--- config.mk ---
export PLATFORM = sky130hd
export DESIGN_NAME = puf_sweep_engine
export DESIGN_NICKNAME = d
export VERILOG_FILES = /design/src/rtl/puf_sweep_engine.sv
export SDC_FILE = /design/constraint.sdc
export NUM_CORES = 1
export LEC_CHECK = 0
export CAP_MARGIN = 10
export CORE_MARGIN = 3
export CORE_UTILIZATION = 40
export DETAILED_ROUTE_END_ITERATION = 10
export SYNTH_ARGS = -nofsm -noshare
export SYNTH_HDL_FRONTEND = slang
export SYNTH_SLANG_ARGS = --single-unit
--- constraint.sdc ---
create_clock -name clk -period 1.8 [get_ports clk]
set_input_delay 0.36 -clock clk [delete_from_list [all_inputs] [get_ports clk]]
set_output_delay 0.36 -clock clk [all_outputs]
set_load 0.01 [all_outputs]
--- src/rtl/puf_sweep_engine.sv ---
// Sweeps a challenge range over NUM_CHANNELS delay-PUF cores, majority-votes VOTES evaluations per
// challenge and streams one voted response per challenge on a valid/ready interface.
module puf_sweep_engine #(
  parameter int CHALLENGE_WIDTH = 8,
  parameter int NUM_CHANNELS    = 1,
  parameter int PHASE_CYCLES    = 10,
  parameter int SYNC_STAGES     = 2,
  parameter int VOTES           = 3
) (
  input  logic                       clk,
  input  logic                       reset,
  input  logic                       start,
  input  logic [CHALLENGE_WIDTH-1:0] challenge_base,
  input  logic [CHALLENGE_WIDTH:0]   challenge_count,
  output logic                       busy,
  output logic                       done,
  output logic [CHALLENGE_WIDTH-1:0] puf_challenge,
  output logic [NUM_CHANNELS-1:0]    puf_run,
  input  logic [NUM_CHANNELS-1:0]    puf_result,
  output logic                       resp_valid,
  input  logic                       resp_ready,
  output logic [CHALLENGE_WIDTH-1:0] resp_challenge,
  output logic [NUM_CHANNELS-1:0]    resp_data,
  output logic [NUM_CHANNELS-1:0]    resp_unstable
);

  localparam int OW = $clog2(VOTES + 1);
  localparam int CW = $clog2(PHASE_CYCLES + SYNC_STAGES + 1);
  localparam logic [CW-1:0] PRE_LAST  = CW'(PHASE_CYCLES - 1);
  localparam logic [CW-1:0] EVAL_LAST = CW'(PHASE_CYCLES + SYNC_STAGES - 1);
  localparam logic [OW-1:0] VOTE_LAST = OW'(VOTES - 1);
  localparam logic [OW-1:0] VOTE_ALL  = OW'(VOTES);
  localparam logic [OW-1:0] HALF      = OW'(VOTES / 2);

  typedef enum logic [2:0] {
    S_IDLE, S_PRE, S_EVAL, S_SAMPLE, S_OUT, S_DONE
  } state_t;

  state_t                                state_q, state_d;
  logic [CW-1:0]                         cnt_q, cnt_d;
  logic [OW-1:0]                         vote_q, vote_d;
  logic [NUM_CHANNELS-1:0][OW-1:0]       ones_q, ones_d;
  logic [CHALLENGE_WIDTH-1:0]            chal_q, chal_d;
  logic [CHALLENGE_WIDTH:0]              rem_q, rem_d;
  logic                                  rv_q, rv_d;
  logic [CHALLENGE_WIDTH-1:0]            rc_q, rc_d;
  logic [NUM_CHANNELS-1:0]               rd_q, rd_d;
  logic [NUM_CHANNELS-1:0]               ru_q, ru_d;
  logic [SYNC_STAGES-1:0][NUM_CHANNELS-1:0] sync_q;

  always_ff @(posedge clk or negedge reset) begin
    if (!reset) sync_q <= '0;
    else        sync_q <= {sync_q[SYNC_STAGES-2:0], puf_result};
  end

  always_ff @(posedge clk or negedge reset) begin
    if (!reset) begin
      state_q <= S_IDLE;
      cnt_q   <= '0;
      vote_q  <= '0;
      ones_q  <= '0;
      chal_q  <= '0;
      rem_q   <= '0;
      rv_q    <= 1'b0;
      rc_q    <= '0;
      rd_q    <= '0;
      ru_q    <= '0;
    end else begin
      state_q <= state_d;
      cnt_q   <= cnt_d;
      vote_q  <= vote_d;
      ones_q  <= ones_d;
      chal_q  <= chal_d;
      rem_q   <= rem_d;
      rv_q    <= rv_d;
      rc_q    <= rc_d;
      rd_q    <= rd_d;
      ru_q    <= ru_d;
    end
  end

  always_comb begin
    state_d = state_q;
    cnt_d   = cnt_q;
    vote_d  = vote_q;
    ones_d  = ones_q;
    chal_d  = chal_q;
    rem_d   = rem_q;
    rv_d    = rv_q;
    rc_d    = rc_q;
    rd_d    = rd_q;
    ru_d    = ru_q;
    case (state_q)
      S_IDLE: begin
        if (start) begin
          chal_d  = challenge_base;
          rem_d   = (challenge_count == '0) ? {1'b1, {CHALLENGE_WIDTH{1'b0}}} : challenge_count;
          cnt_d   = '0;
          vote_d  = '0;
          ones_d  = '0;
          state_d = S_PRE;
        end
      end
      S_PRE: begin
        if (cnt_q == PRE_LAST) begin
          cnt_d   = '0;
          state_d = S_EVAL;
        end else begin
          cnt_d = cnt_q + 1'b1;
        end
      end
      // EVAL is stretched by SYNC_STAGES so the sampled bit has crossed the synchroniser.
      S_EVAL: begin
        if (cnt_q == EVAL_LAST) begin
          cnt_d   = '0;
          state_d = S_SAMPLE;
        end else begin
          cnt_d = cnt_q + 1'b1;
        end
      end
      S_SAMPLE: begin
        for (int i = 0; i < NUM_CHANNELS; i++)
          ones_d[i] = ones_q[i] + OW'(sync_q[SYNC_STAGES-1][i]);
        vote_d = vote_q + 1'b1;
        if (vote_q == VOTE_LAST) begin
          state_d = S_OUT;
          rv_d    = 1'b1;
          rc_d    = chal_q;
          for (int i = 0; i < NUM_CHANNELS; i++) begin
            rd_d[i] = (ones_d[i] > HALF);
            ru_d[i] = (ones_d[i] != '0) && (ones_d[i] != VOTE_ALL);
          end
        end else begin
          state_d = S_PRE;
        end
      end
      S_OUT: begin
        if (rv_q && resp_ready) begin
          rv_d    = 1'b0;
          ones_d  = '0;
          vote_d  = '0;
          rem_d   = rem_q - 1'b1;
          chal_d  = chal_q + 1'b1;
          state_d = (rem_q == {{CHALLENGE_WIDTH{1'b0}}, 1'b1}) ? S_DONE : S_PRE;
        end
      end
      S_DONE:  state_d = S_IDLE;
      default: state_d = S_IDLE;
    endcase
  end

  assign busy           = (state_q != S_IDLE) && (state_q != S_DONE);
  assign done           = (state_q == S_DONE);
  assign puf_run        = {NUM_CHANNELS{state_q == S_EVAL}};
  assign puf_challenge  = chal_q;
  assign resp_valid     = rv_q;
  assign resp_challenge = rc_q;
  assign resp_data      = rd_q;
  assign resp_unstable  = ru_q;

endmodule

After elaboration in Yosys (flattened, before gate mapping)
Cells that the tools add are included.
- register bits after elaboration: 41
- output and inout bits: 22
- word-level logic and storage cells: 76
- $add $sub $neg: 5
- magnitude comparators: 1
- equal/unequal tests: 16
- muxes and demuxes: 25
- reduce and logical (&&, ||, !) cells: 17
- operator list (kind ; number):
    2-to-1 mux 9 bit ; 3
    2-to-1 mux 3 bit ; 6
    one-hot mux 9 bit (2 select lines) ; 1
    2-to-1 mux 8 bit ; 2
    one-hot mux 8 bit (2 select lines) ; 1
    one-hot mux 3 bit (5 select lines) ; 1
    2-to-1 mux 4 bit ; 3
    one-hot mux 2 bit (3 select lines) ; 2
    one-hot mux 4 bit (3 select lines) ; 1
    != test 2 bit, second input constant ; 5
    == test 9 x 1 -> 1 bit, second input constant ; 1
    zero test 9 bit ; 1
    AND reduction 3 bit ; 3
    nonzero test 3 bit ; 3
    subtractor 9 x 1 -> 9 bit, second input constant ; 1
    adder 8 x 1 -> 8 bit, second input constant ; 1
    == test 4 bit, second input constant ; 2
    == test 3 x 2 -> 1 bit, second input constant ; 2
    == test 3 bit, second input constant ; 2
    nonzero test 2 bit ; 3
    adder 4 x 1 -> 4 bit, second input constant ; 1
    2-to-1 mux 2 bit ; 2
    AND reduction 2 bit ; 2
    AND reduction 4 bit ; 1
    11 further kinds ; 14

Longest topological paths before layout
Gate-level depths: netlist (run 1).
- word-level depth: 4
- gate-level depth with buffers: 6
- mapped depth without buffers: 6

Worst setup path after synthesis (run 1)
Ideal clock, no wire load.
- path type: reg2reg
- start: register cnt_q[0]
- end: register cnt_q[2]
- setup time: 0.067 ns
- data arrival time: 1.533 ns
- required time: 1.733 ns
- slack: 0.199 ns
- stages on the path, launching flop included: 6
- path buffers: 0
- period minus slack after synthesis: 1.601 ns
- cells stage by stage: dfrtp_1 -> ha_1 -> mux2_4 -> a221o_1 -> o21ai_0 -> a32o_1
- cells in the longest elaborated chain, start to end: 3
- elaborated cells between the ends (all ways): 6
- ends and longest elaborated chain (what ; RTL line ; text):
    start, declared ; 40 ; logic [CW-1:0] cnt_q, cnt_d;
    start signal, assigned ; 70 ; cnt_q <= cnt_d;
    adder 4 x 1 -> 4 bit, or another cell as far along ; 109, 118 ;
    2-to-1 mux 4 bit (on tied branches) ; 114, 105 ;
    one-hot mux 4 bit (3 select lines) * ; 93 ; case (state_q)
Mark *: on every way between the ends. The rest lies on a longest branch, timed or not.
A chain may end at the register's enable or synchronous reset.

Worst setup path after layout (run 1)
- start: register state_q[1]
- end: register rem_q[0]
- cells in the longest elaborated chain, start to end: 3
- elaborated cells between the ends (all ways): 7
- ends and longest elaborated chain (what ; RTL line ; text):
    start, declared ; 39 ; state_t state_q, state_d;
    start signal, assigned ; 69 ; state_q <= state_d;
    == test 3 bit or zero test 3 bit (tied branches) ; 93 ;
    != test 2 bit (no line) or nonzero test 2 bit (tied branches) ; -- ;
    AND reduction 3 bit (no line) ; -- ;
    end signal, assigned ; 74 ; rem_q <= rem_d;
    end, declared ; 44 ; logic [CHALLENGE_WIDTH:0] rem_q, rem_d;
Parallel ways exist; a longest one is shown, timed or not.

==> results.sh, run 1 <==
export IMPL_io_pins=44
export IMPL_crit_chain="buf_4 > or3b_1 > and3_1 > a211o_1"
export IMPL_yosysSeqAreaShare_pct=45.3
export IMPL_fin_total_pwr_uw=4240
export IMPL_antenna_found_initial=0
export IMPL_dp_hpwl_um=3640
export IMPL_drtPass1Iterations=4
export IMPL_drv_cap=0
export IMPL_clockBufferDepth=2
export IMPL_cts_tree="built"
export IMPL_dp_slack_ps=54.1
export IMPL_worstPathArrival_ps=1920
export IMPL_synthFlopType="dfrtp_1"
export IMPL_clkLatencyLatePin_ps=300
export IMPL_ir_drop_v=0.000737
export IMPL_placedCellCount=348
export IMPL_avgSynthCellArea_um2=9.89
export IMPL_die_width_um=81.3
export IMPL_vias_per_cell=5.39
export IMPL_port_buffers=43
export IMPL_critPathSlowestCell="or3b_1"
export IMPL_nFillCells=474
export IMPL_seq_area_mm2=0.00103
export IMPL_ys_warn_count=0
export IMPL_clock_root_buffer="clkbuf_8"
export IMPL_crit_fanout=11
export IMPL_antenna_left=0
export IMPL_fin_crit_ps=1740
export IMPL_fp_dieH_um=81.3
export IMPL_layout_cells_non_filler=364
export IMPL_endpoint_kind="register"
export IMPL_routabilityCongestion=0.855
export IMPL_setup_ws_ps=62.3
export IMPL_status="completed"
export IMPL_clock_skew_ps=7.74
export IMPL_synth_edf_count=0
export IMPL_initial_core_util_pct=42.7
export IMPL_critPathKind="reg -> reg"
export IMPL_grt_usage_pct=18.0
export IMPL_core_region_area_mm2=0.00530
export IMPL_drc=0
export IMPL_grt_pass1_wl_um=9200
export IMPL_grt_max_degree=42
export IMPL_cts_hold_buf=0
export IMPL_area_delta_synth_final_pct=32.7
export IMPL_netlist_instances=229
export IMPL_relSlewSlack_pct=65.2
export IMPL_numCtsBuffers=5
export IMPL_wl_um=5530
export IMPL_gr_total_overflow=0
export IMPL_worst_pin_slew_ps=523
export IMPL_nets=323
export IMPL_syn_nets=259
export IMPL_synthArstFlopShare_pct=100
export IMPL_initialDrtViolationCount=54
export IMPL_yosysUniqueCellTypes=54
export IMPL_syn_area_mm2=0.00227
export IMPL_fin_crit_sh_pct=96.5
export IMPL_synth_seq_cells=41
export IMPL_fp_dieArea_mm2=0.00660
export IMPL_power_leakage_uw=0.00128
export IMPL_drt_wirelength_per_cell_um=15.2
export IMPL_min_path_type="in -> async"
export IMPL_h_tree_depth=2
export IMPL_num_rows=26
export IMPL_num_vias=1961
export IMPL_slew_viol_final=0
export IMPL_cp_required_ps=1980
export IMPL_cts_sinks=41
export IMPL_drive_gt1_share_pct=18.7
export IMPL_setup_violations=0
export IMPL_clk_pin_slew_ps=90
export IMPL_cpPeakStageDelay_ps=550
export IMPL_powerDensity_mw_per_mm2=1410
export IMPL_max_clock_freq_mhz=575
export IMPL_multi_input_comb_area_mm2=0.00111
export IMPL_hold_viol_final=0
export IMPL_diodes=0
export IMPL_grt_pass1_vias=1972
export IMPL_start_kind="register"
[state kept, by name, summed over array words and instances (netlist names), 2 cells and up]
register / cells
cnt_q: 4
ones_q: 2
puf_challenge: 8
rem_q: 9
resp_challenge: 8
state_q: 3
sync_q: 2
vote_q: 2
[cell usage after synthesis, types with 2 or more instances]
cell type | number | area share [%]
ha_1 | 8 | 4.4
a21oi_1 | 25 | 5.5
o22a_1 | 2 | 0.77
buf_2 | 4 | 0.88
a2bb2oi_1 | 2 | 0.77
nor4_1 | 2 | 0.55
inv_1 | 9 | 1.5
and2_1 | 2 | 0.55
mux2_2 | 8 | 4.0
xnor2_1 | 2 | 0.77
o21ai_1 | 2 | 0.44
o22ai_1 | 7 | 1.9
dfrtp_1 | 41 | 45
o31ai_1 | 2 | 0.66
nand3_1 | 14 | 3.1
and3_1 | 4 | 1.1
nor2b_1 | 2 | 0.55
nand2b_1 | 4 | 1.1
nor3_1 | 3 | 0.66
o21ai_0 | 17 | 3.8
nand2_1 | 21 | 3.5
buf_6 | 6 | 3.0
nor2_1 | 9 | 1.5
a31oi_1 | 3 | 0.83
[worst paths after layout]
path                                             start  depth (start not counted)  slack [ps]              endpoint
worst max-delay path            state_q[1]$_DFFE_PN0P_                          4          60  rem_q[0]$_DFFE_PN0P_
worst min-delay path                             reset                          2         110   sync_q[0]$_DFF_PN0_
worst max register to register  state_q[1]$_DFFE_PN0P_                          4          60  rem_q[0]$_DFFE_PN0P_
worst min register to register     sync_q[0]$_DFF_PN0_                          0         350   sync_q[1]$_DFF_PN0_
max in group asynchronous                        reset                          2        1290  cnt_q[0]$_DFFE_PN0P_
min in group clk                   sync_q[0]$_DFF_PN0_                          0         350   sync_q[1]$_DFF_PN0_
[area by class of cell]
class	instances	area share, %
inverters	9	1.12
flip-flops and latches	41	34.3
repair buffers	68	21.7
multi-input cells	168	37.0
clock buffers	5	2.29
well taps	70	2.91
clock inverters	3	0.749
[logic make-up (layout without fill, tap and decap cells)]
logic type	Yosys count	in the layout	synth area share, %
compound gates	75	75	21.1
simple gates	74	74	18.1
flops	41	41	45.3
buf+inv	20	85	5.69
mux	9	9	4.64
fa+ha+maj	8	8	4.42
xor+xnor	2	2	0.773
[critical path: cells and delay by family, from the launching register on]
| kind | cells | cell delay [ps] |
|---|---|---|
| buf+inv | 1 | 160 |
| compound gates | 1 | 230 |
| simple gates | 2 | 810 |
| flops | 1 | 420 |
[per-layer routing]
| metal | track usage (%) | vias to the layer above | routed length (um) | part of all wire, % |
|---|---|---|---|---|
| li1 | - | 970 | - | - |
| met1 | 24.0 | 943 | 2660 | 48 |
| met2 | 27.9 | 41 | 2560 | 46 |
| met3 | 4.88 | 7 | 242 | 4.4 |
| met4 | 6.25 | 0 | 73 | 1.3 |
| met5 | 0 | - | 0 | 0 |
[power breakdown]
group,internal [uW],total (uW),switching (uW)
sequential,1280,1590,318
clock,275,630,355
combinational,1070,2010,945
total,2620,4240,1620
[repair_timing]
action	CTS	global route
buffers inserted	6	1
gates resized for setup	6	1
endpoints found under the setup margin	3	2
pin swaps	0	1
cloned	0	1
endpoints found under the hold margin	0	0
[metrics by stage]
stage / TNS (ps) / hold slack (ps) / instance area (um^2) / utilization [%]
global placement: 0 / 333 / 2840 / 53.5
finish: 0 / 112 / 3010 / 56.7
CTS: 0 / 128 / 2970 / 56.1
global route: -24.4 / 166 / 3010 / 56.7
detailed placement: 0 / 336 / 2840 / 53.5
floorplan: 0 / 64.4 / 2270 / -
[layout by cell type, fill, tap and decap left out, types with 3 or more instances in the layout]
cell / instances
a31oi_1: 3
nand2b_1: 4
o22ai_1: 7
ha_1: 8
dfrtp_2: 4
dlygate4sd2_1: 3
o21ai_0: 17
inv_1: 9
clkbuf_8: 5
clkdlybuf4s50_1: 39
buf_4: 22
nor3_1: 3
dfrtp_1: 37
nand2_1: 21
nor2_1: 9
and3_1: 4
mux2_2: 8
a21oi_1: 25
nand3_1: 14
Power figures use the tool's default switching activity.
==> inputs of run 2 (changes only) <==
--- a/config.mk
+++ b/config.mk
@@ -9,6 +9,8 @@
 export CORE_MARGIN = 3
 export CORE_UTILIZATION = 40
 export DETAILED_ROUTE_END_ITERATION = 10
+export PLACE_DENSITY = 0.68
+export SETUP_SLACK_MARGIN = 0.2
 export SYNTH_ARGS = -nofsm -noshare
 export SYNTH_HDL_FRONTEND = slang
 export SYNTH_SLANG_ARGS = --single-unit
==> run 2 against run 1 <==
Total power grew 14%; count of clock-buffer cells in the layout increased by 1; die area did not move; setup slack improved by 17 ps; critical path depth up 4; cell area increased by 17%; combinational power is 30% higher; critical endpoint is now rem_q[8]$_DFFE_PN0P_; register-to-register slack better by 20 ps; global-route usage rose by 3.0 points; sequential power is essentially flat.
==> results.sh, run 2 (synthesized netlist as in run 1, its figures left out) <==
export IMPL_antenna_left=0
export IMPL_cp_required_ps=2030
export IMPL_diodes=0
export IMPL_h_tree_depth=2
export IMPL_nets=349
export IMPL_slew_viol_final=0
export IMPL_initialDrtViolationCount=179
export IMPL_numCtsBuffers=5
export IMPL_path_common_cell="buf_6"
export IMPL_crit_fanout=6
export IMPL_fin_total_pwr_uw=4840
export IMPL_powerDensity_mw_per_mm2=1380
export IMPL_nFillCells=403
export IMPL_max_clock_freq_mhz=581
export IMPL_mostFrequentLayoutCells="36 x dfrtp_1, 31 x buf_4, 26 x clkdlybuf4s50_1, 21 x nand2_1, 14 x a21oi_2"
export IMPL_grt_max_degree=42
export IMPL_clock_skew_ps=9.10
export IMPL_drc=0
export IMPL_dp_hpwl_um=3830
export IMPL_port_buffers=43
export IMPL_r2r_slack_ps=80
export IMPL_num_rows=26
export IMPL_relSlewSlack_pct=64.1
export IMPL_seq_area_mm2=0.00103
export IMPL_drtPass1Iterations=4
export IMPL_antenna_found_initial=0
export IMPL_final_common_cell="dfrtp_1"
export IMPL_cp_startpoint="state_q[0]$_DFFE_PN0P_"
export IMPL_gr_total_overflow=0
export IMPL_io_pins=44
export IMPL_setup_violations=0
export IMPL_endpoint_kind="register"
export IMPL_fin_hold_ws_ps=123
export IMPL_initial_core_util_pct=42.7
export IMPL_ir_drop_v=0.000738
export IMPL_clkLatencyLatePin_ps=300
export IMPL_drv_cap=0
export IMPL_fin_crit_sh_pct=95.6
export IMPL_grt_pass1_vias=2206
export IMPL_min_path_type="in -> async"
export IMPL_hold_viol_final=0
export IMPL_worst_pin_slew_ps=538
export IMPL_clockBufferDepth=2
export IMPL_status="completed"
export IMPL_grt_setup_unrepaired="true"
export IMPL_start_kind="register"
export IMPL_cts_hold_buf=0
export IMPL_fp_dieH_um=81.3
export IMPL_tns_ps=0
export IMPL_cts_tree="built"
export IMPL_top_register="rem_q"
export IMPL_critPathKind="reg -> reg"
export IMPL_grt_pass1_wl_um=10700
export IMPL_cpPeakStageDelay_ps=440
export IMPL_power_leakage_uw=0.00156
export IMPL_largest_reg_flops=9
export IMPL_cts_sinks=41
export IMPL_drt_wirelength_per_cell_um=19.0
export IMPL_drive_gt1_share_pct=40.3
export IMPL_area_delta_synth_final_pct=55.2
export IMPL_wl_um=7400
export IMPL_vias_per_cell=5.98
export IMPL_routabilityCongestion=0.879
export IMPL_grt_usage_pct=21.0
export IMPL_crit_chain="buf_6 > buf_6 > nor3b_4 > buf_12 > buf_8 > a211oi_2 > a41o_1 > a21oi_1"
export IMPL_core_region_area_mm2=0.00530
export IMPL_clk_pin_slew_ps=90
export IMPL_num_vias=2334
export IMPL_fp_dieArea_mm2=0.00660
export IMPL_clock_root_buffer="clkbuf_8"
export IMPL_worstPathArrival_ps=1950
export IMPL_fin_crit_ps=1720
export IMPL_r2r_start="state_q[0]$_DFFE_PN0P_"
export IMPL_multi_input_comb_area_mm2=0.00135
export IMPL_die_width_um=81.3
export IMPL_critPathSlowestCell="dfrtp_2"
==> run 2: metrics by stage <==
| stage | util, % | area (um^2) | setup WS, ps | cells |
|---|---|---|---|---|
| 5_1_grt | 66.3 | 3520 | 14.5 | 390 |
| 3_5_place_dp | 53.7 | 2850 | 9.34 | 349 |
| 3_3_place_gp | 53.7 | 2850 | 54.5 | 349 |
| 4_1_cts | 60.1 | 3190 | 164 | 381 |
| 2_1_floorplan | - | 2270 | 209 | 229 |
| 6_report | 66.3 | 3520 | 79.6 | 390 |
==> run 2: final timing paths <==
check	endpoint	depth (start not counted)
min in group clk	sync_q[1]$_DFF_PN0_	0
hold / removal	sync_q[1]$_DFF_PN0_	2
setup reg to reg	rem_q[8]$_DFFE_PN0P_	8
setup / recovery	rem_q[8]$_DFFE_PN0P_	8
hold reg to reg	sync_q[1]$_DFF_PN0_	0
max in group asynchronous	state_q[2]$_DFFE_PN0P_	2
==> run 2: power breakdown <==
| part | internal [uW] | switching [uW] |
|---|---|---|
| sequential | 1280 | 345 |
| combinational | 1350 | 1260 |
| clock | 270 | 337 |
| total | 2900 | 1940 |
==> run 2: layout make-up <==
type | instances | area share (%)
Sequential cell | 41 | 29.3
Clock buffer | 6 | 2.06
Inverter | 9 | 0.961
Multi-Input combinational cell | 169 | 38.2
Tap cell | 70 | 2.49
Timing Repair Buffer | 93 | 26.6
Clock inverter | 2 | 0.285
==> run 2: what timing repair did <==
action                     in CTS  in global routing
setup endpoints to repair      31                 36
pin swaps                      12                 20
resized for setup              41                 72
setup buffers                  22                  6
cloned                          2                  3
==> run 2: worst max-delay path: cells and delay by family, from the launching register on <==
| kind | cells | cell delay [ps] |
|---|---|---|
| AO/OA/AOI/OAI | 3 | 380 |
| buffers and inverters | 4 | 550 |
| flip-flops | 1 | 440 |
| AND/OR/NAND/NOR | 1 | 280 |
==> run 2: layer usage <==
| metal | vias up | GRT usage (%) | part of all wire (%) |
|---|---|---|---|
| met5 | - | 0 | 0 |
| met4 | 0 | 7.94 | 3.4 |
| met3 | 27 | 4.88 | 5.7 |
| met2 | 107 | 34.6 | 51 |
| met1 | 1176 | 26.6 | 40 |
| li1 | 1024 | - | - |
==> inputs of run 3 (changes only) <==
--- a/config.mk
+++ b/config.mk
@@ -9,7 +9,7 @@
 export CORE_MARGIN = 3
 export CORE_UTILIZATION = 40
 export DETAILED_ROUTE_END_ITERATION = 10
-export PLACE_DENSITY = 0.68
+export PLACE_DENSITY = 0.71
 export SETUP_SLACK_MARGIN = 0.2
 export SYNTH_ARGS = -nofsm -noshare
 export SYNTH_HDL_FRONTEND = slang
==> constraint.sdc (replaced) <==
create_clock -name clk -period 1.4 [get_ports clk]
set_input_delay 0.28 -clock clk [delete_from_list [all_inputs] [get_ports clk]]
set_output_delay 0.28 -clock clk [all_outputs]
set_load 0.01 [all_outputs]
==> run 3 against run 2 <==
The flow now finishes with violations (negative setup slack); cell area rose by 20%; via count is 7.3% higher; maximum frequency increased by 2.2%; total power rose by 58%; global-route usage rose by 0.84 points; hold slack gained 250 ps; critical path depth shrank 1; sequential share of layout area is 4.9 points lower; sequential power rose by 25%; setup slack got worse by 360 ps; final cell count increased by 12%; utilization up 13 points; critical path type unchanged; largest power group unchanged.
==> results.sh, run 3 (synthesized netlist as in run 1, its figures left out) <==
export IMPL_fp_dieH_um=81.3
export IMPL_r2r_slack_ps=-280
export IMPL_max_clock_freq_mhz=594
export IMPL_gr_total_overflow=0
export IMPL_wl_um=8330
export IMPL_start_kind="register"
export IMPL_power_leakage_uw=0.00183
export IMPL_num_vias=2505
export IMPL_numCtsBuffers=5
export IMPL_vias_per_cell=5.72
export IMPL_final_util_pct=79.4
export IMPL_fin_total_pwr_uw=7650
export IMPL_violations="negative setup slack"
export IMPL_clockBufferDepth=2
export IMPL_grt_setup_unrepaired="true"
export IMPL_dr_wl_met2_um=4390
export IMPL_nets=397
export IMPL_drtPass1Iterations=4
export IMPL_placed_area_mm2=0.00328
export IMPL_endpoint_kind="register"
export IMPL_drv_cap=0
export IMPL_clkLatencyLatePin_ps=300
export IMPL_powerDensity_mw_per_mm2=1820
export IMPL_ir_drop_v=0.00107
export IMPL_dp_slack_ps=-367
export IMPL_port_buffers=43
export IMPL_clk_pin_slew_ps=80
export IMPL_clock_skew_ps=9.19
export IMPL_die_width_um=81.3
export IMPL_antenna_left=0
export IMPL_crit_fanout=5
export IMPL_cts_sinks=41
export IMPL_cp_required_ps=1590
export IMPL_antenna_found_initial=0
export IMPL_final_common_cell="buf_4"
export IMPL_setup_violations=36
export IMPL_wl_met1_um=3380
export IMPL_io_pins=44
export IMPL_critPathKind="reg -> reg"
export IMPL_core_region_area_mm2=0.00530
export IMPL_drt_wirelength_per_cell_um=19.0
export IMPL_min_path_type="reg -> reg"
export IMPL_grt_pass1_vias=2361
export IMPL_status="finished with violations"
export IMPL_drc=0
export IMPL_dp_hpwl_um=4290
export IMPL_clock_root_buffer="clkbuf_8"
export IMPL_hold_viol_final=0
export IMPL_drive_gt1_share_pct=59.5
export IMPL_routabilityCongestion=0.829
export IMPL_largest_reg_flops=9
export IMPL_mostFrequentLayoutCells="54 x buf_4, 39 x dfrtp_1, 34 x buf_6, 20 x clkdlybuf4s50_1, 17 x buf_2"
export IMPL_h_tree_depth=2
export IMPL_design_area_mm2=0.00421
export IMPL_wl_met3_um=319
export IMPL_grt_usage_pct=21.8
export IMPL_grt_pass1_wl_um=11100
export IMPL_worstPathArrival_ps=1870
export IMPL_num_rows=26
export IMPL_grt_max_degree=42
export IMPL_fp_dieArea_mm2=0.00660
export IMPL_initial_core_util_pct=42.7
export IMPL_tns_ps=-4870
export IMPL_top_register="rem_q"
export IMPL_cts_tree="built"
export IMPL_fin_crit_sh_pct=120
export IMPL_highest_layer="met4"
export IMPL_initialDrtViolationCount=161
export IMPL_worst_pin_slew_ps=357
export IMPL_slew_viol_final=0
export IMPL_area_delta_synth_final_pct=85.9
export IMPL_diodes=0
export IMPL_fin_crit_ps=1680
export IMPL_setup_ws_ps=-283
export IMPL_relSlewSlack_pct=76.0
-- run 3: critical path, stage by stage (launching register included) --
cell,delay [ps]
dfrtp_2,450
buf_6,140
nor3b_4,270
buf_6,160
buf_12,120
nand2_2,40
o22a_1,180
o22a_1,210
-- run 3: report_power, final --
part	internal, uW	switching [uW]	leakage, uW
Sequential	1640	385	0.000503
Combinational	2480	2130	0.00127
Clock	582	434	0.0000585
-- run 3: through the flow --
step	instances	hold WS (ps)
3_3_place_gp	391	273
3_5_place_dp	391	275
2_1_floorplan	229	-15.6
6_report	438	369
4_1_cts	420	370
5_1_grt	438	382
-- run 3: layout make-up --
class                           count  area, um^2
Sequential cell                    41        1030
Clock inverter                      1        30.0
Multi-Input combinational cell    169        1600
Fill cell                         302        1090
Inverter                            9        38.8
Tap cell                           70        87.6
Clock buffer                        7        86.3
Timing Repair Buffer              141        1340
-- run 3: path summary, 6_finish.rpt --
| path | from | end | cells after the start |
|---|---|---|---|
| max | state_q[1]$_DFFE_PN0P_ | rem_q[5]$_DFFE_PN0P_ | 7 |
| min | sync_q[0]$_DFF_PN0_ | sync_q[1]$_DFF_PN0_ | 0 |
| max reg2reg | state_q[1]$_DFFE_PN0P_ | rem_q[5]$_DFFE_PN0P_ | 7 |
| min reg2reg | sync_q[0]$_DFF_PN0_ | sync_q[1]$_DFF_PN0_ | 0 |
| max in group asynchronous | reset | state_q[1]$_DFFE_PN0P_ | 3 |
| min in group asynchronous | reset | resp_valid$_DFFE_PN0P_ | 3 |
-- run 3: timing repair --
action                     4_1_cts  5_1_grt
hold endpoints to repair        41        0
cloned                           2        5
hold buffers                     1        0
setup buffers                   18       13
setup endpoints to repair       61       53
gates resized for setup        115       94
pin swaps                       17       32
-- run 3: routing by layer --
| layer | global-route usage (%) | vias to the layer above |
|---|---|---|
| li1 | - | 1124 |
| met1 | 27.4 | 1274 |
| met2 | 36.6 | 83 |
| met3 | 3.44 | 24 |
| met4 | 10.3 | 0 |
| met5 | 0 | - |
